[config.mk]
export PLATFORM = sky130hd
export DESIGN_NAME = data_memory_lsu
export DESIGN_NICKNAME = d
export VERILOG_FILES = /design/src/rtl/data_memory_lsu.sv
export SDC_FILE = /design/constraint.sdc
export NUM_CORES = 1
export LEC_CHECK = 0
export ABC_AREA = 1
export ABC_CLOCK_PERIOD_IN_PS = 20300
export BUFFER_PORTS_ARGS = -buffer_cell sky130_fd_sc_hd__buf_2
export CORE_ASPECT_RATIO = 1.5
export CORE_MARGIN = 2
export CORE_UTILIZATION = 55
export DETAILED_ROUTE_END_ITERATION = 16
export PLACE_DENSITY = 0.81
export SLEW_MARGIN = 20
export SYNTH_ARGS = -nofsm -noshare
export SYNTH_HDL_FRONTEND = slang
export SYNTH_SLANG_ARGS = --single-unit
[constraint.sdc]
create_clock -name clock -period 20.3 [get_ports clock]
set_input_delay 2.03 -clock clock [delete_from_list [all_inputs] [get_ports clock]]
set_output_delay 2.03 -clock clock [all_outputs]
set_load 0.005 [all_outputs]
[src/rtl/data_memory_lsu.sv]
// Load/store unit between the core and a word-addressed data bus: aligns stores, extracts loads,
// splits misaligned accesses into two beats; response 1-5 cycles after accept, req_ready only in IDLE.
module data_memory_lsu #(
  parameter logic [31:0] DATA_BEGIN  = 32'h0001_0000,
  parameter logic [31:0] DATA_END    = 32'h0001_FFFF,
  parameter bit          ALLOW_SPLIT = 1'b1
) (
  input  logic        clock,
  input  logic        reset,
  input  logic        req_valid,
  output logic        req_ready,
  input  logic        req_write,
  input  logic [31:0] req_addr,
  input  logic [1:0]  req_size,
  input  logic        req_unsigned,
  input  logic [31:0] req_wdata,
  output logic        rsp_valid,
  output logic [31:0] rsp_rdata,
  output logic        rsp_error,
  output logic [31:0] bus_address,
  output logic [31:0] bus_write_data,
  output logic [3:0]  bus_byte_enable,
  output logic        bus_read_enable,
  output logic        bus_write_enable,
  input  logic [31:0] bus_read_data
);

  typedef enum logic [2:0] {
    S_IDLE, S_ISSUE0, S_CAPT0, S_ISSUE1, S_CAPT1, S_RESP
  } state_t;

  state_t      st_q, st_d;
  logic        wr_q, wr_d;
  logic        uns_q, uns_d;
  logic [1:0]  size_q, size_d;
  logic [1:0]  off_q, off_d;
  logic        split_q, split_d;
  logic [31:0] addr0_q, addr0_d;
  logic [7:0]  be_q, be_d;
  logic [63:0] wd_q, wd_d;
  logic [31:0] lo_q, lo_d;

  logic        req_ready_q, req_ready_d;
  logic        rsp_valid_q, rsp_valid_d;
  logic [31:0] rsp_rdata_q, rsp_rdata_d;
  logic        rsp_error_q, rsp_error_d;
  logic [31:0] bus_address_q, bus_address_d;
  logic [31:0] bus_write_data_q, bus_write_data_d;
  logic [3:0]  bus_byte_enable_q, bus_byte_enable_d;
  logic        bus_read_enable_q, bus_read_enable_d;
  logic        bus_write_enable_q, bus_write_enable_d;

  logic [1:0]  off_in;
  logic [2:0]  nbytes_in;
  logic [3:0]  lanes_in;
  logic [31:0] wsel_in;
  logic [7:0]  mask_in;
  logic [63:0] wide_in;
  logic        split_in;
  logic [32:0] last_in;
  logic        err_in;

  // Pair holds {beat1, beat0}; shifting by the byte offset right-justifies the access.
  function automatic logic [31:0] extract(input logic [63:0] pair, input logic [1:0] off,
                                          input logic [1:0] size, input logic uns);
    logic [31:0] s;
    s = 32'(pair >> {off, 3'b000});
    case (size)
      2'b00:   extract = {{24{s[7] & ~uns}}, s[7:0]};
      2'b01:   extract = {{16{s[15] & ~uns}}, s[15:0]};
      default: extract = s;
    endcase
  endfunction

  always_comb begin
    off_in = req_addr[1:0];
    case (req_size)
      2'b00: begin
        nbytes_in = 3'd1;
        lanes_in  = 4'b0001;
        wsel_in   = {24'b0, req_wdata[7:0]};
      end
      2'b01: begin
        nbytes_in = 3'd2;
        lanes_in  = 4'b0011;
        wsel_in   = {16'b0, req_wdata[15:0]};
      end
      2'b10: begin
        nbytes_in = 3'd4;
        lanes_in  = 4'b1111;
        wsel_in   = req_wdata;
      end
      default: begin
        nbytes_in = 3'd1;
        lanes_in  = 4'b0000;
        wsel_in   = 32'b0;
      end
    endcase
    mask_in  = {4'b0000, lanes_in} << off_in;
    wide_in  = {32'b0, wsel_in} << {off_in, 3'b000};
    split_in = (req_size == 2'b01 && off_in == 2'b11) || (req_size == 2'b10 && off_in != 2'b00);
    // 33-bit so an access wrapping past 2^32 still counts as beyond DATA_END.
    last_in  = {1'b0, req_addr} + {30'b0, nbytes_in} - 33'd1;
    err_in   = (req_size == 2'b11) || (req_addr < DATA_BEGIN) || (last_in > {1'b0, DATA_END}) ||
               (split_in && !ALLOW_SPLIT);
  end

  always_comb begin
    st_d        = st_q;
    wr_d        = wr_q;
    uns_d       = uns_q;
    size_d      = size_q;
    off_d       = off_q;
    split_d     = split_q;
    addr0_d     = addr0_q;
    be_d        = be_q;
    wd_d        = wd_q;
    lo_d        = lo_q;
    rsp_rdata_d = rsp_rdata_q;
    rsp_error_d = rsp_error_q;

    case (st_q)
      S_IDLE: begin
        if (req_valid) begin
          wr_d    = req_write;
          uns_d   = req_unsigned;
          size_d  = req_size;
          off_d   = off_in;
          split_d = split_in;
          addr0_d = {req_addr[31:2], 2'b00};
          be_d    = mask_in;
          wd_d    = wide_in;
          if (err_in) begin
            st_d        = S_RESP;
            rsp_error_d = 1'b1;
            rsp_rdata_d = 32'b0;
          end else begin
            st_d = S_ISSUE0;
          end
        end
      end
      S_ISSUE0: begin
        if (!wr_q) begin
          st_d = S_CAPT0;
        end else if (split_q) begin
          st_d = S_ISSUE1;
        end else begin
          st_d        = S_RESP;
          rsp_error_d = 1'b0;
          rsp_rdata_d = 32'b0;
        end
      end
      S_CAPT0: begin
        lo_d = bus_read_data;
        if (split_q) begin
          st_d = S_ISSUE1;
        end else begin
          st_d        = S_RESP;
          rsp_error_d = 1'b0;
          rsp_rdata_d = extract({32'b0, bus_read_data}, off_q, size_q, uns_q);
        end
      end
      S_ISSUE1: begin
        if (wr_q) begin
          st_d        = S_RESP;
          rsp_error_d = 1'b0;
          rsp_rdata_d = 32'b0;
        end else begin
          st_d = S_CAPT1;
        end
      end
      S_CAPT1: begin
        st_d        = S_RESP;
        rsp_error_d = 1'b0;
        rsp_rdata_d = extract({bus_read_data, lo_q}, off_q, size_q, uns_q);
      end
      default: st_d = S_IDLE;
    endcase

    // Outputs are registered versions of what the next state drives.
    req_ready_d        = (st_d == S_IDLE);
    rsp_valid_d        = (st_d == S_RESP);
    bus_address_d      = 32'b0;
    bus_write_data_d   = 32'b0;
    bus_byte_enable_d  = 4'b0;
    bus_read_enable_d  = 1'b0;
    bus_write_enable_d = 1'b0;
    case (st_d)
      S_ISSUE0, S_CAPT0: begin
        bus_address_d     = addr0_d;
        bus_byte_enable_d = be_d[3:0];
        bus_read_enable_d = ~wr_d;
        if (st_d == S_ISSUE0 && wr_d) begin
          bus_write_enable_d = 1'b1;
          bus_write_data_d   = wd_d[31:0];
        end
      end
      S_ISSUE1, S_CAPT1: begin
        bus_address_d     = addr0_d + 32'd4;
        bus_byte_enable_d = be_d[7:4];
        bus_read_enable_d = ~wr_d;
        if (st_d == S_ISSUE1 && wr_d) begin
          bus_write_enable_d = 1'b1;
          bus_write_data_d   = wd_d[63:32];
        end
      end
      default: ;
    endcase
  end

  always_ff @(posedge clock or posedge reset) begin
    if (reset) begin
      st_q               <= S_IDLE;
      wr_q               <= 1'b0;
      uns_q              <= 1'b0;
      size_q             <= 2'b0;
      off_q              <= 2'b0;
      split_q            <= 1'b0;
      addr0_q            <= 32'b0;
      be_q               <= 8'b0;
      wd_q               <= 64'b0;
      lo_q               <= 32'b0;
      req_ready_q        <= 1'b1;
      rsp_valid_q        <= 1'b0;
      rsp_rdata_q        <= 32'b0;
      rsp_error_q        <= 1'b0;
      bus_address_q      <= 32'b0;
      bus_write_data_q   <= 32'b0;
      bus_byte_enable_q  <= 4'b0;
      bus_read_enable_q  <= 1'b0;
      bus_write_enable_q <= 1'b0;
    end else begin
      st_q               <= st_d;
      wr_q               <= wr_d;
      uns_q              <= uns_d;
      size_q             <= size_d;
      off_q              <= off_d;
      split_q            <= split_d;
      addr0_q            <= addr0_d;
      be_q               <= be_d;
      wd_q               <= wd_d;
      lo_q               <= lo_d;
      req_ready_q        <= req_ready_d;
      rsp_valid_q        <= rsp_valid_d;
      rsp_rdata_q        <= rsp_rdata_d;
      rsp_error_q        <= rsp_error_d;
      bus_address_q      <= bus_address_d;
      bus_write_data_q   <= bus_write_data_d;
      bus_byte_enable_q  <= bus_byte_enable_d;
      bus_read_enable_q  <= bus_read_enable_d;
      bus_write_enable_q <= bus_write_enable_d;
    end
  end

  assign req_ready        = req_ready_q;
  assign rsp_valid        = rsp_valid_q;
  assign rsp_rdata        = rsp_rdata_q;
  assign rsp_error        = rsp_error_q;
  assign bus_address      = bus_address_q;
  assign bus_write_data   = bus_write_data_q;
  assign bus_byte_enable  = bus_byte_enable_q;
  assign bus_read_enable  = bus_read_enable_q;
  assign bus_write_enable = bus_write_enable_q;

endmodule
==> flow_summary_export.csv <==
group,metric,value,unit
logic_synthesis,ys_seq_elements,251,
logic_synthesis,yosysWarningCount,0,
sta,setup_viol,0,
logic_synthesis,yosys.area.top_type,"dfrtp_1",
detailed_routing,wl_per_cell,18.0,um
pwr,sw_frac_of_total,45.6,%
sta,fin_crit_sh,26.9,%
detailed_routing,drt_iter0_drc,1634,
setup_path,crit_path_top_delay_cell,"ha_1",
logic_synthesis,async_reset_ff_share,100,%
sta,hold_viol,0,
setup_path,critPathBufInv,5,
global_route,grt_first_pass_wirelength,76.9,mm
detailed_routing,drc,0,
floorplanning,row_count,74,
setup_path,max_stage_delay,0.45,ns
detailed_routing,wl_met3,3.08,mm
pwr,cellPowerDensity,140,nW/um^2
logic_synthesis,syn-num-nets,2335,
detailed_routing,routed-via-count,15200,
pwr,p_switching,1.11,mW
sta,fin_tns_setup,0,ns
pwr,leakage,9.62,nW
logic_synthesis,syn_area_per_cell,7.03,sq um
setup_path,path_common_cell,"nand2_1",
detailed_routing,drtPass1Iterations,6,
sta,rsz0062_at_grt,"false",
logic_synthesis,synth_cells,2180,
cts,cts_hold_buf,0,
detailed_routing,wl_met1,18.2,mm
logic_synthesis,yosysSeqAreaShare,41.0,%
setup_path,end_kind,"register",
setup_path,crit_path_start_kind,"input port",
cts,cts_buffer_depth,3,
detailed_routing,top_layer_used,"met4",
floorplanning,die_w,140,um
detailed_routing,wirelength,48.5,mm
pwr,comb_power_share,47.8,%
detailed_routing,wl_met2,23.6,mm
logic_synthesis,synth_enable_flop_cells,0,
setup_path,cp_max_fo,34,
setup_path,critPathKind,"in -> reg",
sta,report.final.slew_viol_count,0,
detailed_routing,ant_nets,0,
logic_synthesis,syn_area,15300,sq um
setup_path,crit_family,"simple AND/OR/NAND/NOR gates",
floorplanning,dieArea,29300,sq um
cts,cts_sinks,251,
final_layout,drive_gt1_share,14.3,%
sta,clock_skew,0.0148,ns
final_layout,final_common_cell,"nand2_1",
pwr,p_int,1.32,mW
cts,cts-resized-gates,0,
detailed_routing,drt-vias-per-instance,5.60,
logic_synthesis,synth.area.top_cells,"dfrtp_1 (41%), nand2_1 (18%), inv_1 (7.1%)",
floorplanning,core-area,27300,sq um
cts,clock_latency,0.54,ns
pwr,total_power,2.44,mW
logic_synthesis,ys_dominant_reg_cell,"dfrtp_1",
min_path,min_path_type,"reg -> reg",
placement,portBuffers,207,
sta,max_clock_freq,183,MHz
setup_path,crit_required,20.73,ns
final_layout,nets,2494,
cts,root_buffer,"clkbuf_16",
final_layout,layout_common_cells,"nand2_1 (750), inv_1 (288), dfrtp_1 (249), o21ai_0 (210), buf_2 (207)",
setup_path,worst-endpoint-arrival,5.89,ns
placement,dp_hpwl,35.6,mm
logic_synthesis,ys_types,53,
global_route,grt_max_degree,113,
global_route,grt_use_total,33.0,%
floorplanning,io_pins,208,
floorplanning,die_height,208,um
cts,cts_made_buffers,25,
placement,place_congestion,0.989,
global_route,grt_pass1_vias,14600,
pwr,power.share.clock,21.2,%
logic_synthesis,synthDominantCellAreaShare,40.8,%
global_route,antenna_found_initial,3,
sta,worst_slew_pin_slew,1.06,ns
final_layout,area_delta_synth_final,13.6,%
cts,cts_tree,"yes",
global_route,gr-total-overflow,0,
pwr,ir_drop,0.000104,V
cts,post_cts_buffers,0,
sta,slew_headroom,29.0,%
sta,fin_crit,5.46,ns
cts,htree_levels,1,
pwr,power_frac_seq,31.0,%
floorplanning,start_util,56.1,%
cts,clk_pin_slew_worst_paths,0.07,ns
run,max_cap_violations,0,
outcome,outcome,"finished clean",
-- worst register-to-register path, cell delays in order, from the launching register on --
cell	delay [ns]
dfrtp_1	0.45
nor2_4	0.19
nand3_4	0.50
buf_4	0.58
nor2_1	0.94
nand3_1	0.62
o21ai_0	0.57
nand2_1	0.14
nand2_1	0.10
-- worst paths after layout --
| kind | start | end | slack [ns] | depth (start not counted) |
|---|---|---|---|---|
| max | req_size[0] | rsp_rdata[29]$_DFFE_PP0P_ | 14.84 | 25 |
| min | addr0_q[0]$_DFF_PP0_ | addr0_q[0]$_DFF_PP0_ | 0.46 | 2 |
| max reg2reg | st_q[0]$_DFF_PP0_ | bus_write_data[4]$_DFF_PP0_ | 16.14 | 8 |
| min reg2reg | addr0_q[0]$_DFF_PP0_ | addr0_q[0]$_DFF_PP0_ | 0.46 | 2 |
| max in group asynchronous | reset | off_q[0]$_DFFE_PP0P_ | 17.15 | 3 |
| min in group asynchronous | reset | lo_q[1]$_DFFE_PP0P_ | 1.64 | 2 |
-- power groups by stage --
stage,clock [mW],sequential (mW),combinational [mW]
6_report,0.515,0.755,1.16
5_1_grt,0.540,0.769,1.31
2_1_floorplan,0,0.742,0.853
4_1_cts,0.520,0.754,1.15
3_5_place_dp,0,0.760,1.14
3_3_place_gp,0,0.757,1.11
-- cells by family (layout without fill, tap and decap cells) --
family / after synthesis / count (layout) / synth area share [%]
and+or+nand+nor: 1079 / 1079 / 29.4
adders and majority gates: 52 / 52 / 4.29
xor gates and xnor gates: 4 / 4 / 0.228
AOI/OAI and AO/OA: 389 / 389 / 14.2
buffers and inverters: 397 / 574 / 10.4
DFF: 251 / 251 / 41.0
other: 0 / 4 / 0
muxes: 8 / 8 / 0.522
-- per-stage QoR --
stage	instance area (sq um)	setup slack, ns	cells	hold WS (ns)	utilization [%]
4_1_cts	17400	14.84	2699	0.464	63.7
5_1_grt	17400	14.35	2700	0.482	63.7
3_5_place_dp	16500	14.29	2654	0.450	60.4
2_1_floorplan	15300	11.37	2180	0.430	-
6_report	17400	14.84	2703	0.463	63.8
3_3_place_gp	16500	14.43	2654	0.447	60.4
-- layer usage --
metal | global-route usage, % | vias up
met4 | 21.7 | 0
li1 | - | 7263
met1 | 38.8 | 7015
met5 | 0 | -
met2 | 56.1 | 691
met3 | 4.35 | 181
-- cell usage after synthesis (all sizes together), types with 4 or more instances --
cell type,n
nand2,758
inv,308
dfrtp,250
o21ai,234
nor2,144
nand3,95
a21oi,76
clkbuf,58
ha,51
nand4,44
buf,29
o22ai,27
nor3,19
a22oi,11
o211ai,10
mux2i,8
or2,8
a21boi,6
a21o,6
a22o,5
o221ai,5
and2,4
o21bai,4
xor2,4
-- layout make-up --
| class | instances | area [sq um] |
|---|---|---|
| sequential | 251 | 6280 |
| clock buffer | 34 | 719 |
| inverter | 310 | 1170 |
| multi-input combinational | 1532 | 7480 |
| fill | 2463 | 9890 |
| tap | 342 | 428 |
| timing repair buffer | 219 | 1130 |
| antenna | 4 | 10.0 |
| clock inverter | 11 | 198 |
-- state kept, by name, indices dropped and copies added, names as in the netlist, 2 cells and up --
name,flops
size_q,2
bus_byte_enable,4
st_q,3
lo_q,32
wd_q,64
bus_address,32
rsp_rdata,32
off_q,2
addr0_q,32
bus_write_data,32
be_q,8
No activity file was read; power rests on OpenSTA's default activity.
